[config.mk]
export PLATFORM = sky130hd
export DESIGN_NAME = conv_window_feeder
export DESIGN_NICKNAME = d
export VERILOG_FILES = /design/src/rtl/conv_pkg.sv /design/src/rtl/conv_line_buffer.sv /design/src/rtl/conv_window_feeder.sv
export SDC_FILE = /design/constraint.sdc
export NUM_CORES = 1
export LEC_CHECK = 0
export BUFFER_PORTS_ARGS = -buffer_cell sky130_fd_sc_hd__buf_2
export CORE_UTILIZATION = 53
export DETAILED_ROUTE_END_ITERATION = 10
export PLACE_DENSITY = 0.75
export SETUP_SLACK_MARGIN = 0.15
export SLEW_MARGIN = 20
export SYNTH_ARGS = -nofsm -noshare
export SYNTH_HDL_FRONTEND = slang
export SYNTH_SLANG_ARGS = --single-unit
[constraint.sdc]
create_clock -name clk -period 12.05 [get_ports clk]
set_input_delay 0 -clock clk [delete_from_list [all_inputs] [get_ports clk]]
set_output_delay 0 -clock clk [all_outputs]
set_load 0.03 [all_outputs]
[src/rtl/conv_pkg.sv]
// Shared widths, phase encodings, FSM states and the kernel-row selector
// used by the conv window feeder and its line buffers.
package conv_pkg;

   localparam int PIX_W = 8;
   localparam int KTAPS = 3;
   localparam int ROW_W = KTAPS * PIX_W;
   localparam int KER_W = KTAPS * ROW_W;
   localparam int RES_W = 20;

   typedef logic [1:0] phase_t;
   localparam phase_t PH_0 = 2'd0;
   localparam phase_t PH_1 = 2'd1;
   localparam phase_t PH_2 = 2'd2;
   localparam phase_t PH_3 = 2'd3;

   typedef logic [1:0] fsm_state_t;
   localparam fsm_state_t ST_FILL = 2'd0;
   localparam fsm_state_t ST_RUN  = 2'd1;
   localparam fsm_state_t ST_WRAP = 2'd2;

   // Byte c of the result is tap (r,c), or tap (2-r,2-c) when flip is set.
   function automatic logic [ROW_W-1:0] ker_row(input logic [KER_W-1:0] k,
                                                input logic [1:0]       r,
                                                input logic             flip);
      logic [ROW_W-1:0] row;
      int tr;
      int tc;
      row = '0;
      for (int c = 0; c < KTAPS; c++) begin
         tr = flip ? (KTAPS - 1) - int'(r) : int'(r);
         tc = flip ? (KTAPS - 1) - c : c;
         row[c*PIX_W +: PIX_W] = k[(KTAPS*tr + tc)*PIX_W +: PIX_W];
      end
      return row;
   endfunction

endpackage

[src/rtl/conv_line_buffer.sv]
// One image row of pixels: single-port RAM, registered read, read-before-write.
module conv_line_buffer
   import conv_pkg::*;
#(
   parameter int DEPTH = 8,
   parameter int AW    = 3
) (
   input  logic             clk,
   input  logic             we_i,
   input  logic [AW-1:0]    addr_i,
   input  logic [PIX_W-1:0] wdata_i,
   output logic [PIX_W-1:0] rdata_o
);

   logic [PIX_W-1:0] mem_q [DEPTH];
   logic [PIX_W-1:0] rdata_q;

   always_ff @(posedge clk) begin
      rdata_q <= mem_q[addr_i];
      if (we_i) begin
         mem_q[addr_i] <= wdata_i;
      end
   end

   assign rdata_o = rdata_q;

endmodule

[src/rtl/conv_window_feeder.sv]
// Builds 3x3 windows from a raster stream and feeds the MAC one kernel row
// per cycle. Define FEEDER_KFLIP_EN to rotate the kernel 180 degrees.
//
// state | meaning
// FILL  | current position cannot complete a window (row<2 or col<2)
// RUN   | next accepted pixel completes a window
// WRAP  | row/col just returned to 0; falls back to FILL next cycle
module conv_window_feeder
   import conv_pkg::*;
#(
   parameter int IMG_W = 8,
   parameter int IMG_H = 8
) (
   input  logic             clk,
   input  logic             rst,
   input  logic [PIX_W-1:0] pix_in,
   input  logic             pix_valid,
   output logic             pix_ready,
   input  logic             k_load,
   input  logic [KER_W-1:0] k_coef,
   output logic [ROW_W-1:0] data,
   output logic [ROW_W-1:0] weight,
   output logic             res_valid
);

   localparam int AW = $clog2(IMG_W);
   localparam int RW = $clog2(IMG_H);
   localparam logic [AW-1:0] LAST_COL = AW'(IMG_W - 1);
   localparam logic [RW-1:0] LAST_ROW = RW'(IMG_H - 1);

`ifdef FEEDER_KFLIP_EN
   localparam logic KFLIP = 1'b1;
`else
   localparam logic KFLIP = 1'b0;
`endif

   phase_t                      phase_q, phase_d;
   fsm_state_t                  state_q, state_d;
   logic [AW-1:0]               col_q, col_d;
   logic [RW-1:0]               row_q, row_d;
   logic [KTAPS-1:0][ROW_W-1:0] win_q, win_d;
   logic [KER_W-1:0]            kern_q, kern_d;
   logic                        ok_q, ok_d;
   logic [ROW_W-1:0]            data_q, data_d;
   logic [ROW_W-1:0]            weight_q, weight_d;
   logic                        res_valid_q, res_valid_d;
   logic [PIX_W-1:0]            lb0_rd, lb1_rd;
   logic                        accept;

   assign pix_ready = (phase_q == PH_0);
   assign accept    = pix_valid && pix_ready;

   conv_line_buffer #(.DEPTH(IMG_W), .AW(AW)) u_lb0 (
      .clk     (clk),
      .we_i    (accept),
      .addr_i  (col_q),
      .wdata_i (pix_in),
      .rdata_o (lb0_rd)
   );

   conv_line_buffer #(.DEPTH(IMG_W), .AW(AW)) u_lb1 (
      .clk     (clk),
      .we_i    (accept),
      .addr_i  (col_q),
      .wdata_i (lb0_rd),
      .rdata_o (lb1_rd)
   );

   always_comb begin
      phase_d  = phase_q + 2'd1;
      state_d  = state_q;
      col_d    = col_q;
      row_d    = row_q;
      win_d    = win_q;
      kern_d   = kern_q;
      ok_d     = ok_q;
      data_d   = '0;
      weight_d = '0;

      if (phase_q == PH_0) begin
         ok_d = 1'b0;
         if (k_load) begin
            kern_d = k_coef;
         end
      end
      if (state_q == ST_WRAP) begin
         state_d = ST_FILL;
      end

      if (accept) begin
         win_d[0] = {lb1_rd, win_q[0][ROW_W-1:PIX_W]};
         win_d[1] = {lb0_rd, win_q[1][ROW_W-1:PIX_W]};
         win_d[2] = {pix_in, win_q[2][ROW_W-1:PIX_W]};
         ok_d     = (state_q == ST_RUN);
         if (col_q == LAST_COL) begin
            col_d = '0;
            row_d = (row_q == LAST_ROW) ? '0 : row_q + RW'(1);
         end else begin
            col_d = col_q + AW'(1);
         end
         if (col_q == LAST_COL && row_q == LAST_ROW) begin
            state_d = ST_WRAP;
         end else if (row_d >= RW'(2) && col_d >= AW'(2)) begin
            state_d = ST_RUN;
         end else begin
            state_d = ST_FILL;
         end
      end

      // Outputs are registered, so select on the phase they will be seen in.
      case (phase_d)
         PH_1: begin
            data_d   = win_d[0];
            weight_d = ker_row(kern_d, 2'd0, KFLIP);
         end
         PH_2: begin
            data_d   = win_d[1];
            weight_d = ker_row(kern_d, 2'd1, KFLIP);
         end
         PH_3: begin
            data_d   = win_d[2];
            weight_d = ker_row(kern_d, 2'd2, KFLIP);
         end
         default: begin
            data_d   = '0;
            weight_d = '0;
         end
      endcase
      if (!ok_d) begin
         data_d   = '0;
         weight_d = '0;
      end

      res_valid_d = (phase_d == PH_0) && ok_q;
   end

   always_ff @(posedge clk or posedge rst) begin
      if (rst) begin
         phase_q     <= PH_0;
         state_q     <= ST_FILL;
         col_q       <= '0;
         row_q       <= '0;
         win_q       <= '0;
         kern_q      <= '0;
         ok_q        <= 1'b0;
         data_q      <= '0;
         weight_q    <= '0;
         res_valid_q <= 1'b0;
      end else begin
         phase_q     <= phase_d;
         state_q     <= state_d;
         col_q       <= col_d;
         row_q       <= row_d;
         win_q       <= win_d;
         kern_q      <= kern_d;
         ok_q        <= ok_d;
         data_q      <= data_d;
         weight_q    <= weight_d;
         res_valid_q <= res_valid_d;
      end
   end

   assign data      = data_q;
   assign weight    = weight_q;
   assign res_valid = res_valid_q;

endmodule

==> impl_metrics.py, run 1 <==
metrics = {
    "clock_network": {
        "cts_tree": "built",
        "cts-root-buf": "clkbuf_16",
        "clk-insertion-delay-late_ps": 540,
        "clock-sinks": 348,
        "htree_levels": 2,
        "numCtsBuffers": 37,
        "clock_path_buffers": 3,
        "path_clk_slew_ps": 60,
        "cts-resized-gates": 0,
    },
    "yosys": {
        "synth_edf_count": 128,
        "syn_nets": 1159,
        "yosys-top-cells-area": "dfrtp_1 (34%), edfxtp_1 (26%), mux2_2 (10%)",
        "yosysTopAreaCellShare": 0.3394,
        "synth_seq_cells": 348,
        "seq_area_frac_synth": 0.6163,
        "yosysMostFrequentCell": "dfrtp_1",
        "synth_area_leader_cell": "dfrtp_1",
        "synthFlopType": "dfrtp_1",
        "syn_area_per_cell_um2": 14.12,
        "ys_warn_count": 0,
        "synthesis.area_um2": 15040,
        "synthTopCellsByCount": "dfrtp_1 (204), mux2_2 (135), edfxtp_1 (128)",
        "async_flop_share": 0.5862,
        "ys_types": 38,
        "syn_inst": 1065,
    },
    "cells_and_area": {
        "area_delta_synth_final_pct": 19.72,
        "fin_nets": 1338,
        "drive_gt1_frac": 0.3208,
        "antenna-diode-count": 0,
    },
    "worst_setup_path": {
        "cp.required_ps": 12270,
        "cp_data_arrival_time_ps": 3390,
        "critical_path.endpoint_type": "flip-flop",
        "timing_worst_setup_path_type": "flip-flop to flip-flop",
        "crit_fanout": 91,
        "start_kind": "flip-flop",
    },
    "sta": {
        "worst_pin_slew_ps": 963.5,
        "rsz0062_at_grt": "no",
        "finalClockSkew_ps": 22.05,
        "fin_crit_ps": 3176,
        "drv_slew": 0,
        "finalSetupViolations": 0,
        "hold_viol": 0,
        "fin_tns_setup_ps": 0,
        "fmaxAchievable_ghz": 0.3149,
        "fin_crit_sh": 0.2636,
        "max-slew-margin-rel": 0.3577,
        "holdWs_ps": 215.8,
    },
    "die": {
        "io_pins": 134,
        "die_h_um": 170.5,
        "core_um2": 27860,
        "rows": 61,
        "initial_core_util": 0.5399,
        "die-area_um2": 29060,
        "dieWidth_um": 170.5,
    },
    "power": {
        "total_power_w": 0.003263,
        "powerDensity_nw_per_um2": 181.2,
        "vdd_drop_max_uv": 100.4,
        "p_leak_nw": 7.506,
    },
    "global_routing": {
        "antenna_found_initial": 0,
        "grt_max_degree": 139,
        "grt_pass1_wl_um": 50800,
        "grtUsageTotal": 0.2231,
        "grt_pass1_vias": 9438,
        "overflow": 0,
    },
    "drt": {
        "wirelength_um": 31950,
        "drc": 0,
        "drt_iter0_markers": 936,
        "dr_total_vias": 9641,
        "first_pass_iters": 5,
        "viasPerCell": 5.843,
        "wl_per_cell_um": 19.36,
        "ant_nets": 0,
    },
    "placed_design": {
        "hpwl_um": 17150,
        "place_congestion": 0.7391,
        "portBuffers": 133,
    },
    "status": {
        "status": "finished, final reports clean",
    },
    "min_path": {
        "hold_class": "input pin to asynchronous set/reset pin",
    },
    "flow_run": {
        "max_cap_viol_count": 0,
    },
}
## per-layer routing
| layer | global-route usage | share of wire |
|---|---|---|
| met1 | 0.3101 | 0.45 |
| met5 | 0 | 0 |
| met4 | 0.07403 | 0.022 |
| met3 | 0.03093 | 0.040 |
| met2 | 0.3633 | 0.49 |
## metrics by stage
step,area [µm²],setup slack (ps),std cells,utilization
finish,18010,8874,1650,0.6464
global route,18010,8689,1650,0.6464
CTS,18000,8662,1650,0.6460
detailed placement,15950,8765,1502,0.5725
global placement,15950,8951,1502,0.5725
floorplan,15040,6483,1065,-
## layout by cell type (no fill, tap or decap), types with 18 or more instances in the layout
cell type,instances
a21boi_0,46
a31oi_1,96
and3_1,48
and4_1,52
buf_2,133
clkbuf_16,37
dfrtp_1,203
dlygate4sd3_1,81
edfxtp_1,128
mux2_1,21
mux2_2,135
mux4_1,18
nand2_1,44
o21ai_0,49
or2_2,41
## cell type report
cell class | instances | area, µm²
clock buffer | 57 | 1061
sequential | 348 | 9270
clock inverter | 10 | 175.2
fill | 1970 | 9851
timing repair buffer | 231 | 1604
tap | 378 | 473.0
inverter | 3 | 18.77
multi-input combinational | 623 | 5405
## kinds of logic after synthesis
logic type	count (synthesis)	share of synthesized area
adders and majority gates	10	0.008319
DFF	348	0.6163
muxes	188	0.1692
buffers and inverters	94	0.02870
and+or+nand+nor	222	0.09192
AOI/OAI and AO/OA	203	0.08560
## worst paths after layout
kind / slack [ps] / to / start / cells past startpoint
max in group asynchronous: 10390 / kern_q[67]$_DFF_PP0_ / rst / 4
hold reg to reg: 490 / kern_q[8]$_DFF_PP0_ / kern_q[8]$_DFF_PP0_ / 1
hold / removal: 220 / kern_q[61]$_DFF_PP0_ / rst / 3
min in group clk: 240 / kern_q[18]$_DFF_PP0_ / k_coef[18] / 3
setup reg to reg: 8870 / u_lb0.mem_q[5][6]$_DFFE_PP_ / phase_q[0]$_DFF_PP0_ / 5
setup / recovery: 8870 / u_lb0.mem_q[5][6]$_DFFE_PP_ / phase_q[0]$_DFF_PP0_ / 5
## where the power goes
part / leakage (nW) / internal [W] / switching [W] / total, W
clock: 0.599 / 0.000679 / 0.000457 / 0.00114
combinational: 3.08 / 0.000295 / 0.000243 / 0.000538
sequential: 3.83 / 0.00146 / 0.000129 / 0.00159
## state kept, by name (all words and copies together), names as in the netlist, named ones only
| register | flops |
|---|---|
| kern_q | 72 |
| win_q | 72 |
| u_lb0.mem_q | 64 |
| u_lb1.mem_q | 64 |
| data | 24 |
| weight | 24 |
| u_lb0.rdata_o | 8 |
| u_lb1.rdata_o | 8 |
| col_q | 3 |
| phase_q | 2 |
| row_q | 2 |
| state_q | 2 |
| ok_q | 1 |
| res_valid | 1 |
## critical path: stages (launching register included)
cell and delay (ps):
dfrtp_1 420, inv_1 190, ha_4 730, nand3_1 350
nor2_1 770, buf_4 350
## repair_timing
action / 4_1_cts / 5_1_grt
buffers inserted: 0 / 0
hold buffers: 81 / 0
hold endpoints to repair: 309 / 0
Note: power is estimated with default switching activity, not from simulation.
==> run 2: changes to the inputs <==
--- a/config.mk
+++ b/config.mk
@@ -5,10 +5,11 @@
 export SDC_FILE = /design/constraint.sdc
 export NUM_CORES = 1
 export LEC_CHECK = 0
+export ABC_AREA = 1
 export BUFFER_PORTS_ARGS = -buffer_cell sky130_fd_sc_hd__buf_2
 export CORE_UTILIZATION = 53
 export DETAILED_ROUTE_END_ITERATION = 10
-export PLACE_DENSITY = 0.75
+export PLACE_DENSITY = 0.78
 export SETUP_SLACK_MARGIN = 0.15
 export SLEW_MARGIN = 20
 export SYNTH_ARGS = -nofsm -noshare
==> constraint.sdc (replaced) <==
create_clock -name clk -period 2.9 [get_ports clk]
set_input_delay 0 -clock clk [delete_from_list [all_inputs] [get_ports clk]]
set_output_delay 0 -clock clk [all_outputs]
set_load 0.03 [all_outputs]
==> run 2 against run 1 <==
  * Hold slack lost 31 ps
  * Worst setup slack lost 8400 ps
  * Clock skew shrank 4.0 ps
  * Highest routed layer unchanged
==> impl_metrics.py, run 2 <==
metrics = {
    "flow_run": {
        "max_cap_viol_count": 0,
    },
    "placed_design": {
        "place_congestion": 0.7964,
        "hpwl_um": 19750,
        "portBuffers": 133,
    },
    "worst_setup_path": {
        "crit_fanout": 168,
        "path_delay_family": "buffers and inverters",
        "cp.required_ps": 3370,
        "slowest_stage": "buf_12",
        "critical_path.endpoint_type": "flip-flop",
        "timing_worst_setup_path_type": "flip-flop to flip-flop",
        "path_common_cell": "nand2_1",
        "max_stage_delay_ps": 530,
        "start_kind": "flip-flop",
        "startpoint": "phase_q[0]$_DFF_PP0_",
        "cp_data_arrival_time_ps": 2940,
        "critical_path_buf_inv_count": 4,
        "r2r_start": "phase_q[0]$_DFF_PP0_",
        "cp_cell_sequence": "inv_1 > ha_4 > buf_12 > nand2_1 > buf_4 > nand2_1 > nand3_1 > nand3_1 > nand2_1 > inv_1",
    },
    "clock_network": {
        "cts_tree": "built",
        "htree_levels": 2,
        "numCtsBuffers": 37,
        "clock-sinks": 348,
        "path_clk_slew_ps": 60,
        "cts-root-buf": "clkbuf_16",
        "clock_path_buffers": 3,
        "clk-insertion-delay-late_ps": 530,
        "post_cts_buffers": 0,
    },
    "sta": {
        "finalClockSkew_ps": 18.04,
        "hold_viol": 0,
        "fin_tns_setup_ps": 0,
        "rsz0062_at_grt": "no",
        "max-slew-margin-rel": 0.3808,
        "fmaxAchievable_ghz": 0.4049,
        "finalSetupViolations": 0,
        "drv_slew": 0,
        "fin_crit_sh": 0.8517,
        "fin_crit_ps": 2470,
        "worst_pin_slew_ps": 928.9,
    },
    "cells_and_area": {
        "fillers": 2075,
        "layout_common_cells": "inv_1 (312), nand3_1 (289), nand2_1 (267)",
        "area_delta_synth_final_pct": 19.76,
        "drive_gt1_frac": 0.1361,
        "reg_top3": "kern_q x72, win_q x72",
        "fin_nets": 1932,
        "antenna-diode-count": 0,
        "layout_commonest_cell": "inv_1",
    },
    "drt": {
        "first_pass_iters": 5,
        "drt_iter0_markers": 950,
        "drc": 0,
        "dr_total_vias": 11493,
        "wl_met3_um": 1620,
        "met1Wirelength_um": 14720,
        "wl_per_cell_um": 15.36,
        "top_layer": "met4",
        "viasPerCell": 5.122,
        "wl_met2_um": 16790,
        "wirelength_um": 34470,
        "ant_nets": 0,
    },
    "yosys": {
        "yosysTopAreaCellShare": 0.3321,
        "yosysMostFrequentCell": "inv_1",
        "synthFlopType": "dfrtp_1",
        "ys_warn_count": 0,
        "synth_area_leader_cell": "dfrtp_1",
        "yosys-top-cells-area": "dfrtp_1 (33%), edfxtp_1 (25%), nand3_1 (9.4%)",
        "synth_seq_cells": 348,
        "synthTopCellsByCount": "inv_1 (313), nand3_1 (289), nand2_1 (267)",
        "synthesis.area_um2": 15370,
        "async_flop_share": 0.5862,
        "syn_inst": 1635,
        "syn_nets": 1729,
        "seq_area_frac_synth": 0.6030,
        "synth_edf_count": 128,
        "ys_types": 26,
        "syn_area_per_cell_um2": 9.401,
    },
    "global_routing": {
        "grt_pass1_vias": 11310,
        "grt_max_degree": 169,
        "grtUsageTotal": 0.2388,
        "overflow": 0,
        "grt_pass1_wl_um": 55700,
        "antenna_found_initial": 0,
    },
    "status": {
        "status": "finished, final reports clean",
    },
    "min_path": {
        "worstHoldStart": "k_load",
        "hold_class": "input pin to flip-flop",
    },
    "power": {
        "p_leak_nw": 9.026,
        "vdd_drop_max_uv": 413.7,
        "powerDensity_nw_per_um2": 726.5,
        "total_power_w": 0.01337,
    },
    "die": {
        "core_um2": 28160,
        "dieWidth_um": 172.3,
        "io_pins": 134,
        "die-area_um2": 29690,
        "rows": 61,
        "initial_core_util": 0.5458,
        "die_h_um": 172.3,
    },
}
-- run 2: cell types whose count changed after synthesis, sizes merged, moves of 37 or more --
cell	previous run	this run
a31oi	96	0
nand3	7	289
o211ai	0	48
a21boi	48	0
and3	48	0
nor2	4	44
and4	52	0
inv	3	313
clkbuf	59	17
mux2	156	0
nand2	47	268
buf	32	69
and2	1	120
-- run 2: worst min-delay path: cells and delay by family --
kind | cells | cell delay (ps)
buffers and inverters | 2 | 380
and+or+nand+nor | 3 | 300
-- run 2: final cells by class --
type | count | area (µm²) | share of cell area
Clock buffer | 50 | 1025 | 0.05566
Sequential cell | 348 | 9270 | 0.5036
Inverter | 313 | 1179 | 0.06403
Tap cell | 378 | 473.0 | 0.02569
Clock inverter | 17 | 151.4 | 0.008224
Multi-Input combinational cell | 888 | 4499 | 0.2444
Timing Repair Buffer | 250 | 1812 | 0.09842
-- run 2: cells by family after synthesis --
kind of cell    Yosys count  share of synthesized area
simple gates            754                     0.2341
buf+inv                 399                     0.1059
flops                   348                     0.6030
compound gates          124                    0.04884
fa+ha+maj                10                   0.008140
-- run 2: repair_timing --
action	in CTS	in global routing
resized for setup	0	0
endpoints found under the hold margin	375	0
hold buffers	82	0
-- run 2: worst paths after layout --
path	to	slack [ps]	cells after the start
worst max-delay path	weight[10]$_DFF_PP0_	430	10
worst min-delay path	kern_q[58]$_DFF_PP0_	180	5
worst max register to register	weight[10]$_DFF_PP0_	430	10
worst min register to register	u_lb0.rdata_o[0]$_DFF_P_	480	2
max in group asynchronous	kern_q[25]$_DFF_PP0_	1960	4
min in group asynchronous	data[0]$_DFF_PP0_	200	4
-- run 2: where the power goes --
group | switching, W | internal [W]
Clock | 0.00193 | 0.00260
Sequential | 0.000351 | 0.00598
Combinational | 0.00155 | 0.000967
Total | 0.00383 | 0.00954
-- run 2: stage by stage --
stage | std cells | setup WS (ps) | hold WS, ps | area [µm²] | util
6_report | 2244 | 430.0 | 184.4 | 18410 | 0.6537
5_1_grt | 2244 | 234.8 | 199.5 | 18410 | 0.6537
2_1_floorplan | 1635 | 255.7 | 98.87 | 15370 | -
3_3_place_gp | 2095 | 733.7 | 200.1 | 16410 | 0.5827
4_1_cts | 2244 | 584.3 | 155.8 | 18410 | 0.6537
3_5_place_dp | 2095 | 604.1 | 202.7 | 16410 | 0.5827
-- run 2: metal layers --
metal	vias up	track usage
li1	5610	-
met1	5423	0.3162
met2	350	0.3885
met3	110	0.03502
met4	0	0.1124
met5	-	0
